File: src/rtl/thermal_pkg.sv
// ----------------------------------------------------------------------------
// thermal_pkg
// Shared types and helpers for the thermal shutdown controller.
//   thermal_state_t : per-channel protection state.
//   cnt_width()     : width of the per-channel debounce/cool-down counter,
//                     wide enough to hold max(deb, cool) without wrapping.
// ----------------------------------------------------------------------------
package thermal_pkg;

    typedef enum logic [1:0] {
        IDLE     = 2'd0,
        DEBOUNCE = 2'd1,
        SHUTDOWN = 2'd2,
        COOLDOWN = 2'd3
    } thermal_state_t;

    function automatic int cnt_width(input int deb, input int cool);
        int longest;
        longest = (deb > cool) ? deb : cool;
        return $clog2(longest + 1);
    endfunction

endpackage

File: src/rtl/thermal_channel.sv
// ----------------------------------------------------------------------------
// thermal_channel
// One overheat protection channel: debounces the raw flag, asserts a
// registered shutdown after DEB_CYC consecutive high samples, holds it until
// COOL_CYC consecutive low samples (and, with LATCH_MODE=1, a clear), and
// keeps a sticky fault bit for software.
// Ports:
//   clk_i          : clock, rising edge
//   rst_i          : asynchronous active-high reset
//   overheated_i   : raw overheat flag, synchronous to clk_i
//   clear_i        : single-cycle software acknowledge
//   shut_off_o     : registered shutdown command
//   fault_sticky_o : registered, set on entry to SHUTDOWN
// ----------------------------------------------------------------------------
module thermal_channel
    import thermal_pkg::*;
#(
    parameter int DEB_CYC    = 4,
    parameter int COOL_CYC   = 16,
    parameter int LATCH_MODE = 0
) (
    input  logic clk_i,
    input  logic rst_i,
    input  logic overheated_i,
    input  logic clear_i,
    output logic shut_off_o,
    output logic fault_sticky_o
);

    localparam int               CNT_W    = cnt_width(DEB_CYC, COOL_CYC);
    localparam logic [CNT_W-1:0] DEB_LAST = CNT_W'(DEB_CYC - 1);
    localparam logic [CNT_W-1:0] COOL_MAX = CNT_W'(COOL_CYC);
    localparam logic [CNT_W-1:0] CNT_ONE  = CNT_W'(1);

    thermal_state_t   state_q, state_d;
    logic [CNT_W-1:0] cnt_q, cnt_d;
    logic             shut_q, shut_d;
    logic             sticky_q, sticky_d;

    logic             enter_shutdown;
    logic             release_by_clear;
    logic [CNT_W-1:0] cool_cnt;

    // NOTE: every signal written here gets a default first, so no path through
    // the case leaves a variable unassigned and no latch is inferred.
    always_comb begin
        state_d          = state_q;
        cnt_d            = cnt_q;
        sticky_d         = sticky_q;
        enter_shutdown   = 1'b0;
        release_by_clear = 1'b0;
        cool_cnt         = CNT_ONE;

        case (state_q)
            IDLE: begin
                cnt_d = '0;
                if (overheated_i) begin
                    if (DEB_CYC == 1) begin
                        state_d        = SHUTDOWN;
                        enter_shutdown = 1'b1;
                    end else begin
                        state_d = DEBOUNCE;
                        cnt_d   = CNT_ONE;
                    end
                end
            end

            DEBOUNCE: begin
                if (!overheated_i) begin
                    state_d = IDLE;
                    cnt_d   = '0;
                end else if (cnt_q == DEB_LAST) begin
                    state_d        = SHUTDOWN;
                    cnt_d          = '0;
                    enter_shutdown = 1'b1;
                end else begin
                    cnt_d = cnt_q + CNT_ONE;
                end
            end

            SHUTDOWN, COOLDOWN: begin
                if (overheated_i) begin
                    state_d        = SHUTDOWN;
                    cnt_d          = '0;
                    enter_shutdown = 1'b1;
                end else begin
                    // Count of consecutive low samples after this edge; the
                    // first low sample out of SHUTDOWN counts as one, so
                    // COOL_CYC=1 completes straight from SHUTDOWN.
                    if (state_q == COOLDOWN)
                        cool_cnt = (cnt_q >= COOL_MAX) ? COOL_MAX : cnt_q + CNT_ONE;
                    if (cool_cnt == COOL_MAX) begin
                        if (LATCH_MODE == 0) begin
                            state_d = IDLE;
                            cnt_d   = '0;
                        end else if (clear_i) begin
                            state_d          = IDLE;
                            cnt_d            = '0;
                            release_by_clear = 1'b1;
                        end else begin
                            // Cool-down done but latched: wait for software.
                            state_d = COOLDOWN;
                            cnt_d   = COOL_MAX;
                        end
                    end else begin
                        state_d = COOLDOWN;
                        cnt_d   = cool_cnt;
                    end
                end
            end

            default: begin
                state_d = IDLE;
                cnt_d   = '0;
            end
        endcase

        // Clear only acknowledges a fault that is no longer active; a new
        // entry into SHUTDOWN on the same edge wins.
        if ((clear_i && (state_q == IDLE || state_q == DEBOUNCE)) || release_by_clear)
            sticky_d = 1'b0;
        if (enter_shutdown)
            sticky_d = 1'b1;
    end

    assign shut_d = (state_d == SHUTDOWN) || (state_d == COOLDOWN);

    // NOTE: state registers use non-blocking assignments so every flop samples
    // the pre-edge values, independent of process evaluation order.
    always_ff @(posedge clk_i or posedge rst_i) begin
        if (rst_i) begin
            state_q  <= IDLE;
            cnt_q    <= '0;
            shut_q   <= 1'b0;
            sticky_q <= 1'b0;
        end else begin
            state_q  <= state_d;
            cnt_q    <= cnt_d;
            shut_q   <= shut_d;
            sticky_q <= sticky_d;
        end
    end

    assign shut_off_o     = shut_q;
    assign fault_sticky_o = sticky_q;

endmodule

File: src/rtl/thermal_shutdown_ctrl.sv
// ----------------------------------------------------------------------------
// thermal_shutdown_ctrl
// Multi-channel overheat protection controller. One independent
// thermal_channel per sensor, plus an OR of all shutdown commands.
// Ports:
//   clk               : clock, rising edge
//   areset            : asynchronous active-high reset
//   cpu_overheated    : per-channel raw overheat flags
//   clear             : software acknowledge, shared by all channels
//   shut_off_computer : registered per-channel shutdown command
//   fault_sticky      : registered per-channel sticky fault flag
//   any_shutdown      : OR of shut_off_computer (register-driven only)
// ----------------------------------------------------------------------------
module thermal_shutdown_ctrl
    import thermal_pkg::*;
#(
    parameter int N_CH       = 4,
    parameter int DEB_CYC    = 4,
    parameter int COOL_CYC   = 16,
    parameter int LATCH_MODE = 0
) (
    input  logic            clk,
    input  logic            areset,
    input  logic [N_CH-1:0] cpu_overheated,
    input  logic            clear,
    output logic [N_CH-1:0] shut_off_computer,
    output logic [N_CH-1:0] fault_sticky,
    output logic            any_shutdown
);

    for (genvar ch = 0; ch < N_CH; ch++) begin : g_ch
        thermal_channel #(
            .DEB_CYC    (DEB_CYC),
            .COOL_CYC   (COOL_CYC),
            .LATCH_MODE (LATCH_MODE)
        ) u_channel (
            .clk_i          (clk),
            .rst_i          (areset),
            .overheated_i   (cpu_overheated[ch]),
            .clear_i        (clear),
            .shut_off_o     (shut_off_computer[ch]),
            .fault_sticky_o (fault_sticky[ch])
        );
    end

    assign any_shutdown = |shut_off_computer;

endmodule

File: config.mk
export PLATFORM = sky130hd
export DESIGN_NAME = thermal_shutdown_ctrl
export DESIGN_NICKNAME = d
export VERILOG_FILES = /design/src/rtl/thermal_pkg.sv /design/src/rtl/thermal_channel.sv /design/src/rtl/thermal_shutdown_ctrl.sv
export SDC_FILE = /design/constraint.sdc
export NUM_CORES = 1
export LEC_CHECK = 0
export ABC_AREA = 1
export ABC_CLOCK_PERIOD_IN_PS = 1790
export CAP_MARGIN = 5
export CORE_AREA = 2 2 67 69
export DETAILED_ROUTE_END_ITERATION = 16
export DIE_AREA = 0 0 69 71
export DONT_BUFFER_PORTS = 1
export GPL_TIMING_DRIVEN = 0
export PLACE_DENSITY = 0.62
export SYNTH_ARGS = -nofsm -noshare
export SYNTH_HDL_FRONTEND = slang
export SYNTH_SLANG_ARGS = --single-unit
File: constraint.sdc
create_clock -name clk -period 1.79 [get_ports clk]
set_clock_uncertainty 0.1 [all_clocks]
set_input_delay 0.2685 -clock clk [delete_from_list [all_inputs] [get_ports clk]]
set_output_delay 0.2685 -clock clk [all_outputs]
set_load 0.005 [all_outputs]
==> results of run 1 <==
-- timing repair --
action | in CTS | in global routing
hold buffers | 2 | 0
hold endpoints to repair | 12 | 0
gates resized for setup | 0 | 0
-- state kept, by name, indices dropped and copies added (netlist names) --
register / cells
g_ch.u_channel.fault_sticky_o: 4
g_ch.u_channel.shut_off_o: 4
g_ch.u_channel.state_q: 7
g_ch.u_channel.cnt_q: 20
-- final timing paths --
| kind | to | cells past startpoint |
|---|---|---|
| worst max-delay path | any_shutdown | 1 |
| worst min-delay path | g_ch[2].u_channel.cnt_q[0]$_DFF_PP0_ | 2 |
| worst max register to register | g_ch[2].u_channel.state_q[1]$_DFF_PP0_ | 8 |
| worst min register to register | g_ch[0].u_channel.fault_sticky_o$_DFFE_PP0P_ | 2 |
| max in group asynchronous | g_ch[0].u_channel.cnt_q[1]$_DFF_PP0_ | 3 |
| min in group asynchronous | g_ch[1].u_channel.shut_off_o$_DFF_PP0_ | 2 |
-- metal layers --
metal,vias up,wire (µm),share of wire,GRT usage
li1,893,-,-,-
met1,785,1940,0.50,0.247
met2,22,1710,0.44,0.271
met3,6,145,0.038,0.0385
met4,0,60,0.016,0.0675
met5,-,0,0,0
-- power groups by stage --
stage | Combinational (mW) | Clock [mW] | Sequential [mW]
4_1_cts | 0.475 | 0.572 | 1.02
3_5_place_dp | 0.468 | 0 | 1.04
6_report | 0.463 | 0.545 | 1.02
3_3_place_gp | 0.459 | 0 | 1.04
5_1_grt | 0.545 | 0.603 | 1.04
2_1_floorplan | 0.385 | 0 | 1.01
-- synthesized netlist by cell type, drive strengths merged, types with 2 or more instances --
cell,instances,area (µm²)
nand2,64,248
inv,45,169
dfrtp,35,876
nand3,33,165
nor2,31,126
nand4,12,81.3
a21oi,11,58.8
o21ai,10,53.8
buf,8,60.1
ha,8,100
a21boi,4,30.0
o211ai,3,22.5
nand3b,2,27.5
nor3,2,15.0
o221ai,2,17.5
-- stage by stage --
| stage | std cells | setup slack, ns | power (mW) | util | hold WS, ns |
|---|---|---|---|---|---|
| after global placement | 325 | 0.209 | 1.50 | 0.509 | 0.309 |
| final | 336 | 0.0669 | 2.03 | 0.540 | 0.0348 |
| after CTS | 336 | 0.0546 | 2.07 | 0.540 | 0.0300 |
| after global routing | 336 | 0.00184 | 2.19 | 0.540 | 0.0406 |
| after detailed placement | 326 | 0.205 | 1.51 | 0.516 | 0.130 |
| after floorplan | 273 | 0.351 | 1.39 | - | 0.302 |
-- logic make-up after synthesis --
logic type,Yosys count
adders and majority gates,8
AOI/OAI and AO/OA,31
buffers and inverters,53
and+or+nand+nor,145
DFF,35
xor gates and xnor gates,1
-- area by class of cell --
type | instances | area [µm²]
Buffer | 8 | 60.1
Clock buffer | 5 | 68.8
Clock inverter | 3 | 15.0
Fill cell | 441 | 1930
Inverter | 45 | 169
Multi-Input combinational cell | 185 | 971
Sequential cell | 35 | 876
Tap cell | 52 | 65.1
Timing Repair Buffer | 3 | 47.5
==> flow_summary.toml, run 1 <==
[cells_and_area]
diodes = 0
layout-drive-gt1-share = 0.0951
num-nets-final = 298
final_area_mm2 = 0.00227
final_common_cell = "nand2_1"
final_cell_mix = "nand2_1, inv_1, dfrtp_1"
area_growth_pct = 9.46

[synth]
async_flop_share = 1.00
synth-xor-area-share = 0.00422
synth_compound_area_frac = 0.0922
synthCells = 273
muxShareOfSynthArea = 0
synth_top_family_by_area = "simple AND/OR/NAND/NOR gates"
ys_seq_area_frac = 0.422
synthFlopType = "dfrtp_1"
post_synth_num_cell_types = 27
synthSimpleGateAreaFrac = 0.323
synth_edf_count = 0
synth_nets = 288
ys_seq_elements = 35
avgSynthCellArea_um2 = 7.60
synth_fa_ha_area_frac = 0.0482
yosysWarnings = 0
syn_area_mm2 = 0.00208

[floorplanning]
row_count = 24
die_h_um = 71
fp.coreArea_mm2 = 0.00420
ios = 16
die_area_mm2 = 0.00490
initial_utilization = 0.494
die_w_um = 69

[timing]
period_minus_slack_ns = 1.72
max_freq_mhz = 580
finalSetupTns_ns = 0
rsz0062_at_grt = "false"
finalMaxSlewViolations = 0
worstMarginPinSlew_ns = 0.566
finalCritPeriodShare = 0.963
finalHoldViolCount = 0
finalSetupViolations = 0
maxSlewHeadroom = 0.622

[global_routing]
antenna_found_initial = 0
grt_usage = 0.177
first_global_vias = 1614
grt_overflow = 0
grt_first_pass_wirelength_mm = 7.09
grt_max_degree = 25

[clock_tree]
cts_buffer_depth = 2
cts.sinks = 35
post_cts_buffers = 0
clk_latency_ns = 0.29
cts_tree = "yes"
clk_pin_slew_ns = 0.08
cts_buffers = 5
root_buffer = "clkbuf_8"
cts_max_level = 2

[critical_path]
critical_path_required_ns = 1.42
crit_chain = "or4_1"
cp.arrival_ns = 1.35
cp_max_fo = 7
endpoint_kind = "primary output"
cp_num_buf_inv = 0
worstReg2RegStart = "g_ch[2].u_channel.cnt_q[0]$_DFF_PP0_"
cpPeakStageDelay_ns = 0.60
slowest_stage = "or4_1"
start_kind = "flop"
rrSetupSlack_ns = 0.18
crit_start = "g_ch[3].u_channel.shut_off_o$_DFF_PP0_"
cp_top_family = "simple AND/OR/NAND/NOR gates"
critical_path_class = "flop to primary output"

[status]
outcome = "complete, no violations"

[power]
peakVddDrop_mv = 0.480
p_clk_frac = 0.268
intPower_mw = 1.36
switching_power_uw = 673
power_frac_comb = 0.228
p_leak_nw = 1.14
swShare = 0.331
power_density_mw_per_mm2 = 894
seq_power_share = 0.504

[routing]
wl_per_cell_um = 11.5
vias = 1706
drc = 0
viasPerCell = 5.08
drtIter0Drc = 79
ant_nets = 0
wl_mm = 3.85
dr.pass1.iters = 4

[worst_hold_path]
min_from = "cpu_overheated[2]"
hold_path_class = "primary input to flop"

[place]
hpwl_mm = 3.00
postPlaceCellArea_mm2 = 0.00217
io_buffers = 0
gp_congestion = 0.826

[flow_run]
max_cap_violations = 0
Note: power is estimated with default switching activity, not from simulation.
==> run 2, diff against run 1 <==
CAP_MARGIN = 20   (was 5)
==> results of run 2 <==
Same layout as run 1: the final DEF is identical, and so are final timing and power.
